File: config.mk
export PLATFORM = sky130hd
export DESIGN_NAME = param_priority_arbiter
export DESIGN_NICKNAME = d
export VERILOG_FILES = /design/src/rtl/arb_pkg.sv /design/src/rtl/param_priority_arbiter_prio_find.sv /design/src/rtl/param_priority_arbiter.sv
export SDC_FILE = /design/constraint.sdc
export NUM_CORES = 1
export LEC_CHECK = 0
export CAP_MARGIN = 20
export CELL_PAD_IN_SITES_DETAIL_PLACEMENT = 0
export CELL_PAD_IN_SITES_GLOBAL_PLACEMENT = 1
export CORE_UTILIZATION = 41
export CTS_CLUSTER_DIAMETER = 150
export DETAILED_ROUTE_END_ITERATION = 6
export PLACE_DENSITY = 0.79
export SYNTH_ARGS = -nofsm -noshare
export SYNTH_HDL_FRONTEND = slang
export SYNTH_SLANG_ARGS = --single-unit
File: constraint.sdc
create_clock -name clk -period 4.75 [get_ports clk]
set_input_delay 0.475 -clock clk [delete_from_list [all_inputs] [get_ports clk]]
set_output_delay 0.475 -clock clk [all_outputs]
set_load 0.03 [all_outputs]
File: src/rtl/arb_pkg.sv
// arb_pkg: shared state encoding and arbitration mode constants for the priority arbiter
package arb_pkg;
    typedef enum logic {IDLE, GRANT} state_t;
    localparam logic MODE_FIXED = 1'b0;
    localparam logic MODE_RR    = 1'b1;
endpackage

File: src/rtl/param_priority_arbiter_prio_find.sv
// prio_find: combinational highest-set-bit finder returning one-hot, index and found flag
module prio_find #(
    parameter int N = 8,
    localparam int W = $clog2(N)
) (
    input  logic [N-1:0] v,
    output logic [N-1:0] onehot,
    output logic [W-1:0] idx,
    output logic         found
);
    always_comb begin
        idx = '0;
        for (int i = 0; i < N; i++)
            if (v[i]) idx = W'(i);
        found  = |v;
        onehot = found ? (N'(1) << idx) : '0;
    end
endmodule

File: src/rtl/param_priority_arbiter.sv
// param_priority_arbiter: registered N-way arbiter, fixed priority or round-robin, grant held until release
module param_priority_arbiter
    import arb_pkg::*;
#(
    parameter int N = 8,
    localparam int W = $clog2(N)
) (
    input  logic         clk,
    input  logic         rst_n,
    input  logic         enable,
    input  logic         mode,
    input  logic [N-1:0] req,
    input  logic         ack,
    output logic [N-1:0] gnt,
    output logic [W-1:0] gnt_idx,
    output logic         valid
);
    state_t       state;
    logic [W-1:0] ptr;
    logic [N-1:0] masked, rev, vec, f_hot, nxt_gnt;
    logic [W-1:0] f_idx, win;
    logic         found, rel;

    always_comb begin
        // The outgoing grantee sits out the arbitration that immediately follows its release
        masked = (state == GRANT) ? (req & ~gnt) : req;
        rev = '0;
        for (int j = 0; j < N; j++)
            rev[N-1-j] = masked[W'((int'(ptr) + j) % N)];
        vec     = (mode == MODE_RR) ? rev : masked;
        win     = (mode == MODE_RR) ? W'((int'(ptr) + N - 1 - int'(f_idx)) % N) : f_idx;
        nxt_gnt = (mode == MODE_RR) ? (N'(1) << win) : f_hot;
        rel     = ack | ~req[gnt_idx] | ~enable;
    end

    prio_find #(.N(N)) u_find (
        .v      (vec),
        .onehot (f_hot),
        .idx    (f_idx),
        .found  (found)
    );

    always_ff @(posedge clk or negedge rst_n) begin
        if (!rst_n) begin
            state   <= IDLE;
            ptr     <= '0;
            gnt     <= '0;
            gnt_idx <= '0;
            valid   <= 1'b0;
        end else if (state == IDLE || rel) begin
            if (enable && found) begin
                state   <= GRANT;
                gnt     <= nxt_gnt;
                gnt_idx <= win;
                valid   <= 1'b1;
                if (mode == MODE_RR) ptr <= (win == W'(N-1)) ? '0 : win + 1'b1;
            end else begin
                state   <= IDLE;
                gnt     <= '0;
                gnt_idx <= '0;
                valid   <= 1'b0;
            end
        end
    end
endmodule

== Word-level counts from Yosys, hierarchy flattened ==
Cells that the tools add are included.
Storage, ports and cells
  bits in registers: 15
  bits of input ports: 13
  output and inout bits: 12
  logic and storage cells: 80
Operators by class
  $add $sub $neg: 11
  magnitude comparators: 9
  eq/ne operators: 1
  shift operators: 2
  multiplexer cells: 42
  bitwise logic cells: 7
  reductions and logical operators: 4
Operators with widths (count)
  < comparator 3 x 5 -> 1 bit, second input constant: 8
  two-way mux 8 bit: 5
  binary-select mux 1 bit (select 3 bit): 9
  two-way mux 3 bit: 7
  two-way mux 1 bit: 19
  << shifter 1 x 3 -> 8 bit, first input constant: 2
  adder 3 bit, second input constant: 4
  adder 3 x 1 -> 3 bit, second input constant: 3
  bitwise AND 8 bit: 1
  NOT 8 bit: 1
  OR reduction 8 bit: 1
  adder 3 x 2 -> 3 bit, second input constant: 2
  < comparator 3 x 4 -> 1 bit, second input constant: 1
  two-way mux 2 bit: 2
  == test 3 bit, second input constant: 1
  NOT 1 bit: 3
  AND reduction 3 bit: 1
  subtractor 3 x 1 -> 3 bit, second input constant: 1
  subtractor 3 bit: 1
  OR 1 bit: 2
  logical AND 1 bit: 1
  logical OR 1 bit: 1

== Longest topological paths before layout ==
Gate-level depths: netlist of run 1.
  depth after elaboration: 19
  mapped depth: 19
  depth with buffers taken out: 18

== By module ==
A second synthesis of run 1 with hierarchy kept.
Second synthesis, totals
  cells, all modules: 181
  area total of the unflattened synthesis: 1679.1 µm²
Modules (own cells, without submodules)
  param_priority_arbiter: instances 1, cells an instance 161, area an instance 1554.0 µm², sequential area each 375.4 µm²
  prio_find: instances 1, cells an instance 20, area an instance 125.1 µm², sequential area each 0.0 µm²

== Worst setup path before layout of run 1 ==
OpenSTA, ideal clock, no wires.
  path type: register to register
  start: register, netlist name valid
  end: register gnt[6]
  library setup time: 0.067 ns
  arrival: 3.914 ns
  required time: 4.683 ns
  path slack: 0.769 ns
  cell stages (with the launch flop): 19
  path buffers: 1
  period minus slack after synthesis: 3.981 ns
  cells stage by stage: dfrtp_1 -> buf_4 -> a21boi_1 -> mux4_2 -> a22oi_1 -> a21boi_1 -> o211ai_1 -> a21oi_1 -> ha_1 -> inv_1 -> fa_1 -> nand2_1 -> o21ai_1 -> inv_1 -> ha_1 -> inv_1 -> o41a_1 -> o32ai_1 -> a22o_1
RTL lines
  to (signal assigned): RTL line param_priority_arbiter.sv:53  | gnt <= nxt_gnt;
  to (decl): RTL line param_priority_arbiter.sv:14  | output logic [N-1:0] gnt,

==> flow_metrics.env, run 1 <==
export IMPL_clockBufferDepth=2
export IMPL_syn_to_final_growth_pct=23.9
export IMPL_fin_crit_ps=4510
export IMPL_antenna_found_initial=0
export IMPL_rows=22
export IMPL_die_width_microns=63.8
export IMPL_crit_path_end_kind="flop"
export IMPL_irDropWorstVdd_uv=364
export IMPL_start_util=0.427
export IMPL_ys_seq_area_frac=0.240
export IMPL_post_synth_top_count_cell="dfrtp_1"
export IMPL_switching_share=0.499
export IMPL_cts_sinks=15
export IMPL_seqPwrFrac=0.187
export IMPL_synth_flop_cell="dfrtp_1"
export IMPL_worst_ep_arrival_time_ps=4700
export IMPL_cts_setup_buffers=0
export IMPL_root_buffer="clkbuf_8"
export IMPL_routedWlPerCell_microns=19.8
export IMPL_drc=0
export IMPL_dieArea_sq_mm=0.00407
export IMPL_drt_first_iter_violations=238
export IMPL_critPathKind="reg2reg"
export IMPL_cp_data_required_time_ps=4940
export IMPL_firstDrtPassIters=4
export IMPL_ctsResizeCount=0
export IMPL_cts_made_buffers=3
export IMPL_dp_hpwl_microns=3810
export IMPL_period_share=0.949
export IMPL_drv_cap=0
export IMPL_placedInstanceArea_sq_mm=0.00189
export IMPL_power_density_mw_per_mm2=697
export IMPL_totalNegativeSetupSlack_ps=0
export IMPL_maxSlewViolCount=0
export IMPL_track_usage=0.247
export IMPL_power_frac_comb=0.733
export IMPL_rsz0062_at_grt="no"
export IMPL_syn_avg_cell_area_sq_um=9.78
export IMPL_final_setup_viol_count=0
export IMPL_ant_nets=0
export IMPL_num_fill_cells=331
export IMPL_io_buffers=24
export IMPL_htree_levels=1
export IMPL_drive_above_1_share=0.190
export IMPL_fin_area_sq_mm=0.00194
export IMPL_syn_nets=182
export IMPL_yosysUniqueCellTypes=51
export IMPL_syn_cell_area_sq_mm=0.00156
export IMPL_num_antenna_cells=0
export IMPL_hold_class="reg2reg"
export IMPL_outcome="finished clean"
export IMPL_hold_violations=0
export IMPL_grt_max_degree=19
export IMPL_grt_first_pass_wirelength_microns=7550
export IMPL_tritoncts="built"
export IMPL_async_flop_share=1.00
export IMPL_worst_path_max_fanout=18
export IMPL_via_per_inst=6.15
export IMPL_vias=1458
export IMPL_yosys_warnings=0
export IMPL_core_sq_mm=0.00366
export IMPL_wirelength_microns=4690
export IMPL_synth_enable_flop_cells=0
export IMPL_gp_congestion=0.891
export IMPL_synthTopCellsByCount="dfrtp_1 (15), nand2_1 (13), nor2_1 (11)"
export IMPL_clkTransAtPathRegs_ps=70
export IMPL_netlist_area_leader_share=0.240
export IMPL_nNetsFinal=212
export IMPL_fp_dieH_microns=63.8
export IMPL_holdBufCountCts=0
export IMPL_leakage_nw=0.794
export IMPL_ys_ff_latch=15
export IMPL_p_int_w=0.000677
export IMPL_syn_instance_count=160
export IMPL_ys_top_cells_by_area="dfrtp_1 (24%), mux4_2 (14%), ha_1 (6.4%)"
export IMPL_clkPwrFrac=0.080
export IMPL_grt_pass1_vias=1444
export IMPL_relSlewSlack=0.545
export IMPL_overflow=0
export IMPL_switching_power_w=0.000674
export IMPL_clk_latency_ps=250
export IMPL_fin_skew_ps=2.58
export IMPL_max_slew_worst_pin_slew_ps=681
export IMPL_io_pins=25
export IMPL_yosysTopAreaCell="dfrtp_1"
export IMPL_startpoint_type="flop"
export IMPL_fmax_mhz=222
## sequential cells by signal, indices dropped and copies added (netlist names)
name     count
gnt          8
ptr          3
valid        1
gnt_idx      3
## per-layer routing
| metal | part of all wire | vias up | global-route usage |
|---|---|---|---|
| met5 | 0 | - | 0 |
| met4 | 0.011 | 0 | 0.0682 |
| met3 | 0.087 | 8 | 0.0339 |
| met2 | 0.48 | 66 | 0.399 |
| met1 | 0.42 | 705 | 0.344 |
| li1 | - | 679 | - |
## area by class of cell
| cell class | count | area [sq um] | share of cell area |
|---|---|---|---|
| Timing Repair Buffer | 31 | 293 | 0.151 |
| Sequential cell | 15 | 375 | 0.194 |
| Inverter | 10 | 37.5 | 0.0194 |
| Tap cell | 48 | 60.1 | 0.0310 |
| Multi-Input combinational cell | 129 | 1120 | 0.580 |
| Clock inverter | 1 | 7.51 | 0.00387 |
| Clock buffer | 3 | 41.3 | 0.0213 |
## layout by cell type (no fill, tap or decap), types with 7 or more instances in the layout
cell type and instances:
a21bo_2 7, a21boi_1 7, buf_4 7, clkdlybuf4s50_1 24, dfrtp_1 15, ha_1 8
inv_1 8, mux4_2 10, nand2_1 13, nor2_1 11
## final timing paths
kind,slack (ps),to,from,cells after the start
min in group asynchronous,640,gnt[0]$_DFFE_PN0N_,rst_n,1
max,240,gnt[6]$_DFFE_PN0N_,valid$_DFFE_PN0N_,17
min,580,gnt[4]$_DFFE_PN0N_,gnt[4]$_DFFE_PN0N_,2
max reg2reg,240,gnt[6]$_DFFE_PN0N_,valid$_DFFE_PN0N_,17
min reg2reg,580,gnt[4]$_DFFE_PN0N_,gnt[4]$_DFFE_PN0N_,2
max in group asynchronous,3680,gnt[1]$_DFFE_PN0N_,rst_n,1
## power groups by stage
stage	registers, W	logic, W	clock network, W
5_1_grt	0.000260	0.00108	0.000118
3_5_place_dp	0.000253	0.000979	0
6_report	0.000252	0.000990	0.000109
4_1_cts	0.000251	0.000986	0.000110
2_1_floorplan	0.000282	0.000640	0
3_3_place_gp	0.000250	0.000969	0
## worst max-delay path: stages, from the launching register on
cell      delay [ps]
dfrtp_1          670
a21boi_0         360
mux4_2           560
a22oi_1          180
a21boi_1         370
o211ai_1         170
a21oi_1          220
ha_1             180
inv_1             50
fa_1             430
nand2_1           80
o21ai_1          120
inv_1            110
ha_1             180
inv_1             60
o41a_1           410
o32ai_1          160
a22o_1           170
## logic make-up (layout without fill, tap and decap cells)
logic type,after synthesis,count (layout),share of synthesized area
AO/OA/AOI/OAI,57,57,0.294
AND/OR/NAND/NOR,43,43,0.142
buffers and inverters,16,45,0.0416
multiplexers,15,15,0.178
flip-flops,15,15,0.240
adder cells (fa/ha/maj),9,9,0.0768
XOR/XNOR,5,5,0.0280
## per-stage QoR
step / utilization / worst slack, ps / power, W / std cells / hold slack [ps]
after floorplan: - / 769 / 0.000922 / 160 / 179
after global placement: 0.516 / 185 / 0.00122 / 233 / 560
after detailed placement: 0.516 / 158 / 0.00123 / 233 / 564
after CTS: 0.529 / 358 / 0.00135 / 237 / 577
after global routing: 0.529 / 17.5 / 0.00146 / 237 / 604
final: 0.529 / 240 / 0.00135 / 237 / 581
(Power assumes the default switching activity.)
==> run 2: changes to the inputs <==
--- a/config.mk
+++ b/config.mk
@@ -8,10 +8,12 @@
 export CAP_MARGIN = 20
 export CELL_PAD_IN_SITES_DETAIL_PLACEMENT = 0
 export CELL_PAD_IN_SITES_GLOBAL_PLACEMENT = 1
-export CORE_UTILIZATION = 41
+export CORE_UTILIZATION = 49
 export CTS_CLUSTER_DIAMETER = 150
 export DETAILED_ROUTE_END_ITERATION = 6
+export DONT_BUFFER_PORTS = 1
 export PLACE_DENSITY = 0.79
+export SKIP_LAST_GASP = 1
 export SYNTH_ARGS = -nofsm -noshare
 export SYNTH_HDL_FRONTEND = slang
 export SYNTH_SLANG_ARGS = --single-unit
==> flow_metrics.env, run 2 (synthesis results as in run 1) <==
export IMPL_postLayoutCoreUtil=0.567
export IMPL_drv_cap=0
export IMPL_wirelength_microns=4410
export IMPL_track_usage=0.280
export IMPL_ant_nets=0
export IMPL_reg_top3="gnt: 8 flops, gnt_idx: 3 flops, ptr: 3 flops"
export IMPL_crit_path_end_kind="flop"
export IMPL_start_util=0.517
export IMPL_placedInstanceArea_sq_mm=0.00167
export IMPL_cpPeakStageDelay_ps=610
export IMPL_totalNegativeSetupSlack_ps=0
export IMPL_clk_latency_ps=290
export IMPL_rsz0062_at_grt="no"
export IMPL_period_share=0.929
export IMPL_cp_data_required_time_ps=4990
export IMPL_holdPathStages=1
export IMPL_fin_skew_ps=17.9
export IMPL_irDropWorstVdd_uv=300
export IMPL_drc=0
export IMPL_maxSlewViolCount=0
export IMPL_seqPwrFrac=0.224
export IMPL_outcome="finished clean"
export IMPL_overflow=0
export IMPL_drt_first_iter_violations=128
export IMPL_vias=1392
export IMPL_dp_hpwl_microns=3540
export IMPL_hold_class="in2reg"
export IMPL_relSlewSlack=0.557
export IMPL_io_pins=25
export IMPL_r2r_cells=17
export IMPL_startpoint_type="flop"
export IMPL_met1_usage=0.408
export IMPL_fmax_mhz=227
export IMPL_final_cell_mix="dfrtp_1 (14), nand2_1 (13), nor2_1 (11), buf_4 (11), mux4_2 (10)"
export IMPL_cts_setup_buffers=0
export IMPL_clockBufferDepth=2
export IMPL_syn_to_final_growth_pct=9.68
export IMPL_leakage_nw=0.722
export IMPL_worst_path_max_fanout=4
export IMPL_fin_crit_ps=4410
export IMPL_fp_dieH_microns=58.5
export IMPL_power_density_mw_per_mm2=729
export IMPL_clkTransAtPathRegs_ps=110
export IMPL_grt_busiest_layer="met2"
export IMPL_largest_register_ffs=8
export IMPL_power_frac_comb=0.715
export IMPL_routedWlPerCell_microns=20.6
export IMPL_worst_ep_arrival_time_ps=4650
export IMPL_htree_levels=1
export IMPL_core_sq_mm=0.00303
export IMPL_drive_above_1_share=0.241
export IMPL_max_slew_worst_pin_slew_ps=662
export IMPL_critPathMostFrequentCell="inv_1"
export IMPL_cpMaxStageDelayCell="dfrtp_1"
export IMPL_power_w=0.00125
export IMPL_critical_path_depth=17
export IMPL_antenna_found_initial=0
export IMPL_cp_top_family="compound AO/OA/AOI/OAI gates"
export IMPL_hold_violations=0
export IMPL_gp_congestion=0.916
export IMPL_grt_max_degree=21
export IMPL_grt_first_pass_wirelength_microns=7000
export IMPL_clkPwrFrac=0.061
export IMPL_tritoncts="built"
export IMPL_dieArea_sq_mm=0.00342
export IMPL_switching_power_w=0.000660
export IMPL_use_met3=0.0308
export IMPL_io_buffers=0
export IMPL_met2_usage=0.440
export IMPL_cts_made_buffers=3
export IMPL_final_common_cell="dfrtp_1"
export IMPL_final_setup_viol_count=0
export IMPL_switching_share=0.528
export IMPL_hold_worst_slack_ps=291
export IMPL_p_int_w=0.000590
export IMPL_rows=20
export IMPL_num_antenna_cells=0
export IMPL_firstDrtPassIters=4
export IMPL_crit_buf_inv=3
export IMPL_fin_area_sq_mm=0.00172
export IMPL_root_buffer="clkbuf_4"
export IMPL_largest_register="gnt"
export IMPL_via_per_inst=6.50
export IMPL_critPathKind="reg2reg"
export IMPL_die_width_microns=58.5
export IMPL_grt_pass1_vias=1370
export IMPL_crit_chain="a21boi_0, mux4_2, a22oi_1, a21boi_1, o211ai_1, a21oi_1, ha_1, inv_1, fa_1, nand2_1, o21ai_1, inv_1, ha_1, inv_1, o41a_1, o32ai_1, a22o_1"
export IMPL_cts_sinks=15
export IMPL_nNetsFinal=193
[run 2: cell count changes in the layout (fill, tap and decap cells not counted)]
cell,delta
clkdlybuf4s50_1,-24
buf_4,+4
clkbuf_4,+3
clkbuf_8,-3
dfrtp_1,-1
dfrtp_2,+1
dlygate4sd3_1,+1
[run 2: through the flow]
stage,std cells,setup WS [ps]
floorplan,160,769
global placement,209,424
detailed placement,209,287
CTS,214,272
global route,214,87.0
finish,214,336
[run 2: repair_timing]
item                                    4_1_cts  5_1_grt
hold endpoints to repair                     15        0
endpoints found under the setup margin        0        1
gates resized for setup                       0        1
hold buffers                                  1        0
[run 2: path summary, 6_finish.rpt]
check | start | endpoint | slack, ps
min reg2reg | ptr[0]$_DFFE_PN0P_ | ptr[0]$_DFFE_PN0P_ | 640
min | enable | valid$_DFFE_PN0N_ | 290
max | gnt[4]$_DFFE_PN0N_ | gnt[6]$_DFFE_PN0N_ | 340
max reg2reg | gnt[4]$_DFFE_PN0N_ | gnt[6]$_DFFE_PN0N_ | 340
max in group asynchronous | rst_n | valid$_DFFE_PN0N_ | 3650
min in group asynchronous | rst_n | gnt[3]$_DFFE_PN0N_ | 640
[run 2: cell type report]
type	instances	area, sq um
tap	44	55.1
clock buffer	3	22.5
timing repair buffer	12	92.6
multi-input combinational	129	1120
sequential	15	377
fill	277	1310
inverter	10	37.5
clock inverter	1	7.51
[run 2: power groups by stage]
stage | clock (W) | combinational [W] | sequential, W
2_1_floorplan | 0 | 0.000640 | 0.000282
3_3_place_gp | 0 | 0.000860 | 0.000280
3_5_place_dp | 0 | 0.000871 | 0.000282
4_1_cts | 0.0000782 | 0.000883 | 0.000279
5_1_grt | 0.0000840 | 0.000966 | 0.000288
6_report | 0.0000763 | 0.000894 | 0.000280
[run 2: layer usage]
metal / vias up / wire length, microns
met4: 0 / 39
met2: 64 / 2090
li1: 639 / -
met5: - / 0
met3: 7 / 274
met1: 682 / 2010
==> run 3: changes to the inputs <==
--- a/config.mk
+++ b/config.mk
@@ -8,12 +8,14 @@
 export CAP_MARGIN = 20
 export CELL_PAD_IN_SITES_DETAIL_PLACEMENT = 0
 export CELL_PAD_IN_SITES_GLOBAL_PLACEMENT = 1
+export CORE_MARGIN = 4
 export CORE_UTILIZATION = 49
 export CTS_CLUSTER_DIAMETER = 150
 export DETAILED_ROUTE_END_ITERATION = 6
 export DONT_BUFFER_PORTS = 1
 export PLACE_DENSITY = 0.79
 export SKIP_LAST_GASP = 1
+export SLEW_MARGIN = 40
 export SYNTH_ARGS = -nofsm -noshare
 export SYNTH_HDL_FRONTEND = slang
 export SYNTH_SLANG_ARGS = --single-unit
==> flow_metrics.env, run 3 (synthesis results as in run 1) <==
export IMPL_fmax_mhz=231
export IMPL_drive_above_1_share=0.246
export IMPL_totalNegativeSetupSlack_ps=0
export IMPL_dieArea_sq_mm=0.00416
export IMPL_cts_sinks=15
export IMPL_crit_path_start="valid$_DFFE_PN0N_"
export IMPL_critical_path_depth=17
export IMPL_largest_register="gnt"
export IMPL_r2r_cells=17
export IMPL_drt_first_iter_violations=121
export IMPL_irDropWorstVdd_uv=378
export IMPL_root_buffer="clkbuf_4"
export IMPL_start_util=0.512
export IMPL_rsz0062_at_grt="no"
export IMPL_drc=0
export IMPL_grt_max_degree=21
export IMPL_final_cell_mix="dfrtp_1 (14), nand2_1 (13), buf_4 (12)"
export IMPL_worst_ep_arrival_time_ps=4570
export IMPL_reg_top3="gnt: 8 flops, gnt_idx: 3 flops, ptr: 3 flops"
export IMPL_placedInstanceArea_sq_mm=0.00168
export IMPL_drv_cap=0
export IMPL_r2r_end="gnt[6]$_DFFE_PN0N_"
export IMPL_cp_data_required_time_ps=4980
export IMPL_ant_nets=0
export IMPL_firstDrtPassIters=4
export IMPL_vias=1403
export IMPL_fin_area_sq_mm=0.00172
export IMPL_leakage_nw=0.727
export IMPL_crit_end="gnt[6]$_DFFE_PN0N_"
export IMPL_fin_skew_ps=7.09
export IMPL_crit_path_end_kind="flop"
export IMPL_grt_pass1_vias=1434
export IMPL_critPathMostFrequentCell="inv_1"
export IMPL_largest_register_ffs=8
export IMPL_holdPathStages=1
export IMPL_overflow=0
export IMPL_via_per_inst=6.53
export IMPL_antenna_found_initial=0
export IMPL_clkTransAtPathRegs_ps=100
export IMPL_routedWlPerCell_microns=21.1
export IMPL_rows=20
export IMPL_clockBufferDepth=2
export IMPL_crit_chain="a21boi_0, mux4_2, a22oi_1, a21boi_1, o211ai_1, a21oi_1, ha_1, inv_1, fa_1, nand2_1, o21ai_1, inv_1, ha_1, inv_1, o41a_1, o32ai_1, a22o_1"
export IMPL_cts_made_buffers=3
export IMPL_cp_top_family="compound AO/OA/AOI/OAI gates"
export IMPL_core_sq_mm=0.00305
export IMPL_num_antenna_cells=0
export IMPL_r2r_start="valid$_DFFE_PN0N_"
export IMPL_worst_path_max_fanout=18
export IMPL_cpMaxStageDelayCell="dfrtp_2"
export IMPL_critPathKind="reg2reg"
export IMPL_relSlewSlack=0.543
export IMPL_final_setup_viol_count=0
export IMPL_dp_hpwl_microns=3660
export IMPL_io_pins=25
export IMPL_fp_dieH_microns=64.5
export IMPL_tritoncts="built"
export IMPL_wirelength_microns=4530
export IMPL_max_slew_worst_pin_slew_ps=683
export IMPL_cts_setup_buffers=0
export IMPL_nNetsFinal=194
export IMPL_track_usage=0.238
export IMPL_grt_first_pass_wirelength_microns=7520
export IMPL_fin_crit_ps=4330
export IMPL_gp_congestion=0.946
export IMPL_die_width_microns=64.5
export IMPL_hold_class="in2reg"
export IMPL_r2r_slack_ps=420
export IMPL_syn_to_final_growth_pct=10.2
export IMPL_cpPeakStageDelay_ps=550
export IMPL_startpoint_type="flop"
export IMPL_final_common_cell="dfrtp_1"
export IMPL_hold_violations=0
export IMPL_clk_latency_ps=300
export IMPL_io_buffers=0
export IMPL_outcome="finished clean"
export IMPL_htree_levels=1
export IMPL_period_share=0.912
export IMPL_power_density_mw_per_mm2=725
export IMPL_crit_buf_inv=3
export IMPL_maxSlewViolCount=0
## run 3: cell count changes in the layout (fill, tap and decap cells not counted), sizes merged
cell / change
buf: +1
## run 3: layout make-up
class / count / area (sq um)
Clock buffer: 3 / 22.5
Clock inverter: 1 / 7.51
Fill cell: 287 / 1330
Inverter: 10 / 37.5
Multi-Input combinational cell: 129 / 1120
Sequential cell: 15 / 377
Tap cell: 44 / 55.1
Timing Repair Buffer: 13 / 100
## run 3: stage by stage
stage          cells  utilization  power (W)  setup WS (ps)  hold slack [ps]
5_1_grt          215        0.564    0.00137           32.9              275
6_report         215        0.564    0.00125            418              286
4_1_cts          215        0.564    0.00124            256              293
3_5_place_dp     210        0.551    0.00116            327              180
3_3_place_gp     210        0.551    0.00115            465              180
2_1_floorplan    160            -   0.000922            769              179
## run 3: where the power goes
group	switching (W)	internal, W	leakage [nW]	total (W)
logic	0.000485	0.000393	0.520	0.000879
registers	0.000119	0.000174	0.193	0.000292
clock network	0.0000468	0.0000321	0.0139	0.0000790
## run 3: how the worst min path moves through the flow
stage	startpoint	to
5_1_grt	enable	valid$_DFFE_PN0N_
3_5_place_dp	rst_n	gnt_idx[0]$_DFFE_PN0N_
4_1_cts	enable	valid$_DFFE_PN0N_
3_3_place_gp	rst_n	gnt[7]$_DFFE_PN0N_
6_report	enable	valid$_DFFE_PN0N_
2_1_floorplan	rst_n	gnt[0]$_DFFE_PN0N_
## run 3: what timing repair did
action	in CTS	in global routing
endpoints found under the setup margin	0	6
endpoints found under the hold margin	15	0
hold buffers	1	0
gates resized for setup	0	1
## run 3: per-layer routing
| layer | GRT usage | vias up | routed length (microns) |
|---|---|---|---|
| met4 | 0.0554 | 0 | 44 |
| li1 | - | 649 | - |
| met1 | 0.332 | 692 | 1940 |
| met5 | 0 | - | 0 |
| met2 | 0.385 | 58 | 2140 |
| met3 | 0.0433 | 4 | 410 |
## run 3: worst register-to-register path, stage by stage (launching register included)
cell and delay, ps:
dfrtp_2 550, a21boi_0 280, mux4_2 550, a22oi_1 210
a21boi_1 320, o211ai_1 140, a21oi_1 310, ha_1 220
inv_1 50, fa_1 420, nand2_1 70, o21ai_1 120
inv_1 100, ha_1 170, inv_1 60, o41a_1 410
o32ai_1 130, a22o_1 170
